<file path="src/rtl/move_unpacker.sv">
// move_unpacker
// Drains one square's move FIFO. Each FIFO word carries SLOTS 19-bit move
// slots under 8 fill bits. Words are read one at a time. The slots of a word
// are presented on a valid/ready port from the highest index down to 0, and
// slots marked invalid are dropped.
//
// Ports
//   clk        single clock, rising edge
//   reset_n    asynchronous active-low reset
//   start      one-cycle pulse that begins draining the FIFO (honoured only
//              in IDLE or DONE)
//   fifoIn     FIFO q word: [SLOTS*19+7 -: 8] fill, slot i at [i*19 +: 19]
//   fifoEmpty  FIFO empty flag
//   rden       FIFO read request, asserted only in READ
//   mvOut      current move; IMOV (19'h40000) whenever mvValid is low
//   mvValid    mvOut holds a valid move
//   mvReady    consumer accepts mvOut
//   moveCount  moves accepted since the last start, saturating at 255
//   busy       high in every state except IDLE and DONE
//   done       high while in DONE
module move_unpacker #(
  parameter int SLOTS = 8
) (
  input  logic                  clk,
  input  logic                  reset_n,
  input  logic                  start,
  input  logic [SLOTS*19+7:0]   fifoIn,
  input  logic                  fifoEmpty,
  output logic                  rden,
  output logic [18:0]           mvOut,
  output logic                  mvValid,
  input  logic                  mvReady,
  output logic [7:0]            moveCount,
  output logic                  busy,
  output logic                  done
);

  localparam int MV_W      = 19;
  localparam int SLOT_BITS = SLOTS * MV_W;
  localparam int IDX_W     = (SLOTS > 1) ? $clog2(SLOTS) : 1;

  localparam logic [MV_W-1:0]  IMOV     = 19'h40000;
  localparam logic [IDX_W-1:0] LAST_IDX = IDX_W'(SLOTS - 1);
  localparam logic [7:0]       CNT_MAX  = 8'hFF;

  typedef enum logic [2:0] {
    IDLE,
    CHECK,
    READ,
    WAIT,
    SCAN,
    DONE
  } state_t;

  state_t                 state_reg, state_next;
  logic [SLOT_BITS-1:0]   slots_reg, slots_next;
  logic [IDX_W-1:0]       idx_reg, idx_next;
  logic [7:0]             count_reg, count_next;

  logic [MV_W-1:0]        slot_word [SLOTS];
  logic [MV_W-1:0]        cur_slot;
  logic                   cur_valid;
  logic                   advance;

  // The fill byte carries no move data and is dropped on purpose.
  logic                   unused_fill;
  assign unused_fill = ^fifoIn[SLOT_BITS +: 8];

  // View the captured word as an array of slots.
  genvar gi;
  generate
    for (gi = 0; gi < SLOTS; gi++) begin : g_slot
      assign slot_word[gi] = slots_reg[gi*MV_W +: MV_W];
    end
  endgenerate

  assign cur_slot  = slot_word[idx_reg];
  assign cur_valid = ~cur_slot[MV_W-1];

  always_ff @(posedge clk or negedge reset_n) begin
    if (!reset_n) begin
      state_reg <= IDLE;
      slots_reg <= {SLOTS{IMOV}};
      idx_reg   <= LAST_IDX;
      count_reg <= '0;
    end else begin
      state_reg <= state_next;
      slots_reg <= slots_next;
      idx_reg   <= idx_next;
      count_reg <= count_next;
    end
  end

  // The outputs are decoded directly from the state. An asynchronous reset
  // therefore takes them to their idle values at once, without waiting for
  // a clock edge.
  always_comb begin
    state_next = state_reg;
    slots_next = slots_reg;
    idx_next   = idx_reg;
    count_next = count_reg;
    rden       = 1'b0;
    mvValid    = 1'b0;
    mvOut      = IMOV;
    busy       = 1'b1;
    done       = 1'b0;
    advance    = 1'b0;

    case (state_reg)
      IDLE: begin
        busy = 1'b0;
        if (start) begin
          count_next = '0;
          state_next = CHECK;
        end
      end

      CHECK: begin
        state_next = fifoEmpty ? DONE : READ;
      end

      READ: begin
        rden       = 1'b1;
        state_next = WAIT;
      end

      // The FIFO is non-show-ahead, so its q output becomes valid one cycle
      // after rden. That data is captured at the end of this cycle.
      WAIT: begin
        slots_next = fifoIn[SLOT_BITS-1:0];
        idx_next   = LAST_IDX;
        state_next = SCAN;
      end

      SCAN: begin
        if (cur_valid) begin
          mvValid = 1'b1;
          mvOut   = cur_slot;
          advance = mvReady;
          if (mvReady && (count_reg != CNT_MAX)) begin
            count_next = count_reg + 8'd1;
          end
        end else begin
          advance = 1'b1;
        end

        // The next word is requested only after the last slot of the
        // current word has gone.
        if (advance) begin
          if (idx_reg == '0) begin
            state_next = CHECK;
          end else begin
            idx_next = idx_reg - IDX_W'(1);
          end
        end
      end

      DONE: begin
        busy = 1'b0;
        done = 1'b1;
        if (start) begin
          count_next = '0;
          state_next = CHECK;
        end
      end

      default: begin
        busy       = 1'b0;
        state_next = IDLE;
      end
    endcase
  end

  assign moveCount = count_reg;

endmodule

</file>
<file path="config.mk">
export PLATFORM = sky130hd
export DESIGN_NAME = move_unpacker
export DESIGN_NICKNAME = d
export VERILOG_FILES = /design/src/rtl/move_unpacker.sv
export SDC_FILE = /design/constraint.sdc
export NUM_CORES = 1
export LEC_CHECK = 0
export BUFFER_PORTS_ARGS = -buffer_cell sky130_fd_sc_hd__buf_2
export CORE_MARGIN = 2
export CORE_UTILIZATION = 57
export CTS_CLUSTER_SIZE = 14
export DETAILED_ROUTE_END_ITERATION = 6
export PLACE_DENSITY = 0.83
export SYNTH_ARGS = -nofsm -noshare
export SYNTH_HDL_FRONTEND = slang
export SYNTH_SLANG_ARGS = --single-unit
</file>
<file path="constraint.sdc">
create_clock -name clk -period 5.79 [get_ports clk]
set_clock_uncertainty 0.1 [all_clocks]
set_input_delay 0.8685 -clock clk [delete_from_list [all_inputs] [get_ports clk]]
set_output_delay 0.8685 -clock clk [all_outputs]
set_load 0.02 [all_outputs]
</file>
==> reports/results.tsv, run 1 <==
metric	value	unit
status	complete, no violations	
yosysTopAreaCell	dfrtp_1	
post-route-period-util	69.0	%
max_freq	0.250	GHz
vias	4949	
clockBufferDepth	2	
seqCellArea	4170	um^2
crit_arrival	3.02	ns
grt_pass1_wl	27.1	mm
worst_pin_slew	0.966	ns
synth_warnings	0	
rrSetupSlack	2.86	ns
grtUsageTotal	25.0	%
synthArstFlopShare	100	%
cp_data_required_time	4.82	ns
clock_latency	0.42	ns
cts_resized	0	
grt_pass1_vias	5367	
path_cells	mux2i_1, mux4_2, nand2_1, nor2_1, buf_2	
synthCells	515	
hold_viol	0	
io_pins	196	
fin_cells	882	
drive_above_1_share	59.9	%
std_cell_rows	42	
rsz0062_at_grt	no	
critPathMaxFanout	22	
ys_top_cells_by_area	dfrtp_1 (50%), mux2_2 (22%), mux4_2 (11%)	
syn_area	7680	um^2
cts_tree	built	
postCtsSetupBuffers	0	
syn_area_per_cell	14.9	um^2
crit_family	simple AND/OR/NAND/NOR gates	
yosysTopAreaCellShare	50.5	%
reg2reg_from	idx_reg[0]$_DFFE_PN1P_	
ir_drop	277	uV
die_w	120	um
finalCriticalPeriod	3.99	ns
place_congestion	0.831	
maxCapViolCount	0	
crit_type	reg2out	
reg2reg_to	idx_reg[2]$_DFFE_PN1P_	
ys.flop_type	dfrtp_1	
syn_nets	683	
drtIter0Drc	354	
hold-worst-slack	0.400	ns
largest_reg_flops	152	
root_buffer	clkbuf_16	
place_inst	849	
grt_max_degree	109	
slew_headroom	35.6	%
postCtsHoldBufs	0	
crit_end	mvOut[8]	
htree_levels	4	
fillers	917	
cts_made_buffers	17	
cp-start-kind	flop	
startpoint	idx_reg[0]$_DFFE_PN1P_	
cts_sinks	166	
start_util	58.3	%
io_buffers	187	
die_area	14400	um^2
cts.clk_slew.worst_paths	0.06	ns
p_leak	0.00436	uW
cp_slowest_cell	dfstp_2	
synth-seq-cells	166	
drc	0	
finalPower	5380	uW
cellPowerDensity	575	nW/um^2
place_hpwl	11.8	mm
synthDistinctLibCells	36	
overflow	0	
syn2layout_area_growth	21.9	%
wl_per_cell	19.1	um
rr_worst_depth	8	
synth_edf_count	0	
max_stage_delay	0.75	ns
hold_path.class	reg2reg	
multi_input_area	3340	um^2
drv_slew	0	
path_buf_inv	1	
finalSetupTns	0	ns
antenna_found_initial	2	
wl	16.8	mm
setup-violations-final	0	
die_y	120	um
drtAntennaViolNets	0	
dr.pass1.iters	4	
via_per_inst	5.61	
nNetsFinal	860	
worst-path-stages	5	
core	13200	um^2
yosysSeqAreaShare	54.2	%
critPathCaptureType	output pin	
final_util	71.0	%
min-delay-start	slots_reg[118]$_DFFE_PN0P_	
==> stage by stage <==
step | area, um^2 | setup WS, ns
global placement | 8720 | 2.23
global route | 9360 | 1.66
CTS | 9360 | 1.77
floorplan | 7680 | 2.97
finish | 9370 | 1.80
detailed placement | 8720 | 2.23
==> power breakdown <==
group | switching [uW] | internal, uW | total, uW
logic | 871 | 1170 | 2040
clock network | 433 | 786 | 1220
registers | 359 | 1770 | 2130
total | 1660 | 3720 | 5380
==> worst min-delay path by stage <==
stage | end | cells past startpoint
floorplan | slots_reg[38]$_DFFE_PN0P_ | 1
global placement | moveCount[7]$_DFFE_PN0P_ | 1
detailed placement | slots_reg[115]$_DFFE_PN0P_ | 1
CTS | slots_reg[118]$_DFFE_PN0P_ | 1
global route | slots_reg[118]$_DFFE_PN0P_ | 1
finish | slots_reg[118]$_DFFE_PN0P_ | 1
==> cells by family (layout without fill, tap and decap cells) <==
family	after synthesis	count (layout)	synth area share, %
multiplexers	212	212	36.1
flip-flops	166	166	54.2
AND/OR/NAND/NOR	58	58	3.57
buffers and inverters	39	229	2.33
AO/OA/AOI/OAI	35	35	3.03
adder cells (fa/ha/maj)	3	3	0.489
XOR/XNOR	2	2	0.228
other	0	1	0
==> cell usage in the layout (no fill, tap or decap), types with 3 or more instances in the layout <==
master,instances
mux2_2,152
nor2_1,31
o31ai_1,6
nand3_1,4
bufinv_16,5
ha_1,3
mux4_2,37
clkbuf_1,4
o21ai_0,15
buf_4,5
clkbuf_16,17
mux2i_1,23
clkinv_2,3
dfrtp_1,155
nand2b_1,3
inv_1,5
nand2_1,6
a31oi_1,6
buf_2,186
dfstp_2,11
a21oi_1,3
==> per-layer routing <==
metal  up-vias  global-route usage [%]  wire length [um]
li1       2256                       -                 -
met1      2491                    30.3              6570
met2       174                    41.7              8600
met3        28                    8.65              1300
met4         0                    9.19               356
met5         -                       0                 0
==> cell type report <==
cell class | instances | area share (%)
inverters | 5 | 0.200
multi-input cells | 310 | 35.6
repair buffers | 192 | 10.5
flip-flops and latches | 166 | 44.5
well taps | 176 | 2.35
clock buffers | 23 | 5.00
clock inverters | 9 | 1.84
diodes | 1 | 0.0267
==> worst register-to-register path: stages, from the launching register on <==
cell and delay, ns:
dfstp_2 0.75, buf_4 0.62, inv_1 0.15, ha_1 0.25, nor2b_1 0.15, o21ai_0 0.38, a21boi_0 0.15, o21ai_0 0.17
a31oi_1 0.12
==> cells in the mapped netlist, types with 3 or more instances <==
cell type	instances
dfstp_2	11
mux4_2	37
dfrtp_1	155
inv_1	5
nor2_1	31
mux2i_1	23
o21ai_0	15
ha_1	3
buf_2	17
o31ai_1	6
a21oi_1	3
a31oi_1	6
mux2_2	152
clkbuf_1	12
nand3_1	4
nand2_1	6
nand2b_1	3
buf_1	3
Note: power is estimated with default switching activity, not from simulation.
==> inputs of run 2 (changes only) <==
ABC_AREA = 1   (was unset)
CORE_UTILIZATION = 49   (was 57)
PLACE_DENSITY = 0.75   (was 0.83)
clock period = 3.6 ns   (was 5.79 ns; I/O delays follow)
==> run 2 against run 1 <==
Power is 62% higher. Setup slack worse by 1.3 ns. Via count is 23% higher. Sequential power is 61% higher. Worst hold slack worse by 0.35 ns. Final cell count is 31% higher. First-iteration DRC count is 2.3% lower. Non-clock buffer count is 9 higher. Largest cell class unchanged. Largest power group unchanged. Highest routed layer is now met5.
==> reports/results.tsv, run 2 <==
metric	value	unit	change
grtUsageTotal	22.7	%	-2.3 points
die_w	132	um	+9.8%
yosys-top-cells-count	dfrtp_1 (155), nand2_1 (92), nor2_1 (90)		
nNetsFinal	1092		+27%
overflow	0		unchanged
cellPowerDensity	897	nW/um^2	+56%
critPathCaptureType	output pin		
synthDistinctLibCells	31		-14%
syn_nets	920		+35%
synth_edf_count	0		unchanged
fin_cells	1153		+31%
path_cells	inv_1, nand3_1, nand3_1, nand2_1, nand2_1, buf_4, a21oi_2, buf_2		
setup_ws	0.464	ns	-1.33 ns
hold_path.class	in2async		
crit_type	reg2out		
final_common_cell	buf_2		
root_buffer	clkbuf_16		
grt_pass1_vias	6210		+16%
worst_pin_slew	0.719	ns	-0.247 ns
post-route-period-util	87.1	%	
yosysSeqAreaShare	52.0	%	-2.3 points
core	15900	um^2	+21%
wl	19.3	mm	+15%
htree_levels	4		unchanged
grt_pass1_wl	31.4	mm	+16%
postCtsHoldBufs	0		unchanged
max_stage_delay	0.90	ns	+0.15 ns
finalSetupTns	0	ns	unchanged
slew_headroom	52.1	%	+16 points
yosysTopAreaCellShare	48.4	%	-2.1 points
dr.pass1.iters	4		unchanged
place_ws	0.903	ns	-1.33 ns
drtAntennaViolNets	0		unchanged
std_cell_rows	46		+9.5%
die_y	132	um	+9.8%
place_inst	1121		+32%
synthCells	752		+46%
start_util	50.3	%	-8.0 points
drc	0		unchanged
finalPower	8710	uW	+62%
crit_family	flip-flops		
cp_data_required_time	2.96	ns	-1.86 ns
critPathMaxFanout	26		+18%
syn2layout_area_growth	21.0	%	
yosysTopAreaCell	dfrtp_1		
crit_arrival	2.50	ns	-0.52 ns
hold_viol	0		unchanged
path_buf_inv	3		+2
syn_area_per_cell	10.7	um^2	-29%
postCtsSetupBuffers	0		unchanged
die_area	17400	um^2	+21%
io_buffers	187		unchanged
drv_slew	0		unchanged
status	complete, no violations		
syn_area	8020	um^2	+4.4%
ir_drop	394	uV	+42%
rsz0062_at_grt	no		
drive_above_1_share	36.6	%	-23 points
synth_warnings	0		unchanged
max_freq	0.319	GHz	
ys.flop_type	dfrtp_1		
place_hpwl	13.3	mm	+13%
place_congestion	0.859		+3.3%
io_pins	196		unchanged
cp-start-kind	flop		
synthArstFlopShare	100	%	unchanged
via_per_inst	5.29		-5.7%
final_util	60.9	%	-10 points
clock_latency	0.42	ns	about the same
cts_resized	0		unchanged
grt_max_degree	97		-11%
drtIter0Drc	346		-2.3%
ys_top_cells_by_area	dfrtp_1 (48%), mux2_1 (10%), mux2_2 (9.8%)		
cts_sinks	166		unchanged
finalCriticalPeriod	3.14	ns	
cp_slowest_cell	dfstp_2		
antenna_found_initial	2		unchanged
maxCapViolCount	0		unchanged
wl_per_cell	16.7	um	-12%
cts_made_buffers	17		unchanged
yosysMostFrequentCell	dfrtp_1		
p_leak	0.00450	uW	+3.0%
synth-seq-cells	166		unchanged
largest_reg_flops	152		unchanged
setup-violations-final	0		unchanged
clockBufferDepth	2		unchanged
vias	6101		+23%
final_cell_mix	buf_2 (186), dfrtp_1 (155), nand2_1 (92)		
cts_tree	built		
cts.clk_slew.worst_paths	0.07	ns	about the same
==> run 2: worst paths after layout <==
| path | depth (start not counted) | slack, ns | startpoint | end |
|---|---|---|---|---|
| worst max-delay path | 8 | 0.46 | idx_reg[1]$_DFFE_PN1P_ | mvOut[9] |
| worst min-delay path | 1 | 0.05 | reset_n | slots_reg[52]$_DFFE_PN0P_ |
| worst max register to register | 9 | 1.26 | idx_reg[1]$_DFFE_PN1P_ | idx_reg[0]$_DFFE_PN1P_ |
| worst min register to register | 2 | 0.37 | slots_reg[56]$_DFFE_PN1P_ | slots_reg[56]$_DFFE_PN1P_ |
| max in group asynchronous | 2 | 2.53 | reset_n | slots_reg[18]$_DFFE_PN1P_ |
| min in group clk | 2 | 0.23 | fifoIn[85] | slots_reg[85]$_DFFE_PN0P_ |
==> run 2: per-layer routing <==
| layer | routed length (um) | global-route usage [%] |
|---|---|---|
| met1 | 8180 | 28.1 |
| met3 | 1240 | 6.31 |
| met2 | 9250 | 37.2 |
| met5 | 13 | 0 |
| met4 | 589 | 10.3 |
==> run 2: report_power, final <==
part | total [uW] | leakage, uW | switching [uW] | internal, uW
Sequential | 3430 | 0.00194 | 577 | 2850
Clock | 1880 | 0.000293 | 713 | 1160
Combinational | 3410 | 0.00226 | 1930 | 1480
Total | 8710 | 0.00450 | 3210 | 5490
==> run 2: layout make-up <==
| class | count | area (um^2) |
|---|---|---|
| inverter | 26 | 97.6 |
| tap | 216 | 270 |
| sequential | 166 | 4170 |
| timing repair buffer | 201 | 1080 |
| antenna | 1 | 2.50 |
| fill | 1350 | 6240 |
| clock buffer | 24 | 492 |
| clock inverter | 7 | 119 |
| multi-input combinational | 512 | 3470 |
==> run 2: per-stage QoR <==
stage	hold WS, ns	area (um^2)
2_1_floorplan	0.144	8020
3_3_place_gp	0.360	9090
3_5_place_dp	0.370	9090
4_1_cts	0.0720	9700
5_1_grt	0.112	9700
6_report	0.0504	9700
==> run 2: cells by family after synthesis <==
family | count (synthesis) | synth area share [%]
compound gates | 142 | 10.5
xor+xnor | 4 | 0.437
fa+ha+maj | 3 | 0.468
buf+inv | 74 | 4.84
flops | 166 | 52.0
mux | 144 | 20.2
simple gates | 219 | 11.5
==> inputs of run 3 (changes only) <==
CORE_ASPECT_RATIO = 0.75   (was unset)
==> run 3 against run 2 <==
Sequential share of layout area fell by 0.20 points. Worst hold slack improved by 0.053 ns. Clock-buffer cell count fell by 2. Via count fell by 0.41%. Clock power rose by 8%. Non-clock buffer count fell by 2. Utilization barely moved. Fmax fell by 6.0%. Final area rose by 0.48%.
==> reports/results.tsv, run 3 (synthesis results as in run 2) <==
metric	value	unit	change
drtAntennaViolNets	0		unchanged
die_y	115	um	-13%
worst_pin_slew	0.816	ns	+0.0975 ns
root_buffer	clkbuf_16		
comb_power_share	38.4	%	-0.7 points
critPathMaxFanout	25		-3.8%
met3_length	1.62	mm	+30%
postCtsSetupBuffers	0		unchanged
pwr-share-seq	38.6	%	-0.7 points
cts_made_buffers	17		unchanged
drive_above_1_share	36.7	%	+0.039 points
io_buffers	187		unchanged
postCtsHoldBufs	0		unchanged
clockPowerShare	22.9	%	+1.4 points
multi_input_area	3470	um^2	unchanged
critPathCaptureType	output pin		
crit_family	flip-flops		
switching_share	36.5	%	-0.46 points
place_congestion	0.774		-9.8%
seqCellArea	4170	um^2	unchanged
cellPowerDensity	909	nW/um^2	+1.3%
dr.pass1.iters	5		+1
p_sw	3230	uW	+0.54%
drv_slew	0		unchanged
cts.clk_slew.worst_paths	0.06	ns	about the same
path_cells	inv_1, buf_4, nand3_1, nand3_2, nand2_1, nand2_1, buf_4, a21oi_2, buf_2		
rrSetupSlack	1.28	ns	+0.02 ns
rsz0062_at_grt	no		
drtIter0Drc	365		+5.5%
finalPower	8860	uW	+1.8%
final_common_cell	buf_2		
die_area	17400	um^2	about the same
cp-start-kind	flop		
die_w	152	um	+15%
dpl-instance-area	9080	um^2	-0.11%
io_pins	196		unchanged
place_hpwl	13.2	mm	-0.74%
fillers	1336		-1.0%
grt_max_degree	90		-7.2%
drc	0		unchanged
cts_resized	0		unchanged
setup-violations-final	0		unchanged
std_cell_rows	40		-13%
core	16000	um^2	+0.46%
max_freq	0.300	GHz	-6.0%
nNetsFinal	1090		-0.18%
hold_viol	0		unchanged
cp_slowest_cell	dfstp_2		
wl_met1	8.83	mm	+8.0%
antenna_found_initial	3		+1
reg2reg_from	idx_reg[1]$_DFFE_PN1P_		
path_buf_inv	4		+1
cts_tree	built		
status	complete, no violations		
wl	19.5	mm	+1.2%
final_cell_area	9750	um^2	+0.48%
crit_type	reg2out		
wl_per_cell	17.0	um	+1.8%
rr_worst_depth	9		unchanged
crit_arrival	2.70	ns	+0.20 ns
dr.max_layer_used	met5		
p_int	5630	uW	+2.5%
largest_reg_flops	152		unchanged
via_per_inst	5.30		+0.20%
vias	6076		-0.41%
finalSetupTns	0	ns	unchanged
ir_drop	539	uV	+37%
htree_levels	4		unchanged
final_cell_mix	buf_2 (186), dfrtp_1 (155), nand2_1 (92)		
start_util	50.1	%	-0.23 points
reg2reg_to	idx_reg[2]$_DFFE_PN1P_		
syn2layout_area_growth	21.6	%	
clockBufferDepth	2		unchanged
grt_pass1_wl	31.0	mm	-1.1%
grtUsageTotal	23.3	%	+0.59 points
post-route-period-util	92.7	%	+5.6 points
overflow	0		unchanged
slew_headroom	45.6	%	-6.5 points
hold_path.class	in2async		
cp_data_required_time	2.96	ns	about the same
p_leak	0.00452	uW	+0.53%
max_stage_delay	0.90	ns	about the same
wl_met2	8.91	mm	-3.7%
clock_latency	0.42	ns	about the same
maxCapViolCount	0		unchanged
finalCriticalPeriod	3.34	ns	+0.201 ns
cts_sinks	166		unchanged
grt_pass1_vias	6002		-3.3%
run 3: power groups by stage:
| stage | Clock (uW) | Sequential (uW) | Combinational [uW] |
|---|---|---|---|
| 4_1_cts | 2070 | 3420 | 3460 |
| 2_1_floorplan | 0 | 3220 | 2710 |
| 5_1_grt | 2150 | 3550 | 3810 |
| 3_3_place_gp | 0 | 3400 | 3360 |
| 6_report | 2030 | 3430 | 3400 |
| 3_5_place_dp | 0 | 3440 | 3440 |
run 3: worst reg2reg max path: stages (launching register included):
cell     delay [ns]
dfstp_2        0.90
inv_1          0.18
buf_4          0.25
ha_1           0.20
a21oi_1        0.22
inv_1          0.07
nand2_1        0.11
nand2_1        0.11
nand2_1        0.07
nand2_1        0.05
run 3: routing by layer:
metal	track usage, %	vias up
li1	-	2933
met3	7.02	15
met1	32.0	2937
met2	36.7	189
met5	0	-
met4	5.74	2
run 3: final cells by class:
| cell class | instances | share of cell area, % |
|---|---|---|
| flip-flops and latches | 166 | 42.7 |
| multi-input cells | 512 | 35.6 |
| repair buffers | 199 | 11.1 |
| clock buffers | 22 | 4.86 |
| well taps | 210 | 2.69 |
| clock inverters | 10 | 1.98 |
| inverters | 26 | 1.00 |
| diodes | 1 | 0.0257 |
run 3: worst max-delay path by stage:
stage                endpoint                   start  cells past startpoint  slack, ns
detailed placement  mvOut[14]  idx_reg[1]$_DFFE_PN1P_                      9       0.71
floorplan           mvOut[10]  idx_reg[0]$_DFFE_PN1P_                      8       1.47
CTS                 mvOut[14]  idx_reg[1]$_DFFE_PN1P_                      9       0.24
global placement     mvOut[0]  idx_reg[1]$_DFFE_PN1P_                      9       0.75
finish              mvOut[12]  idx_reg[1]$_DFFE_PN1P_                      9       0.26
global route          mvValid  idx_reg[2]$_DFFE_PN1P_                      7       0.04
run 3: stage by stage:
| stage | utilization [%] | cells | hold WS, ns | setup slack, ns |
|---|---|---|---|---|
| after floorplan | - | 752 | 0.144 | 1.47 |
| after global placement | 56.7 | 1113 | 0.363 | 0.747 |
| after detailed placement | 56.7 | 1113 | 0.368 | 0.713 |
| after CTS | 60.9 | 1145 | 0.118 | 0.235 |
| after global routing | 60.9 | 1145 | 0.158 | 0.0381 |
| final | 60.9 | 1146 | 0.103 | 0.262 |
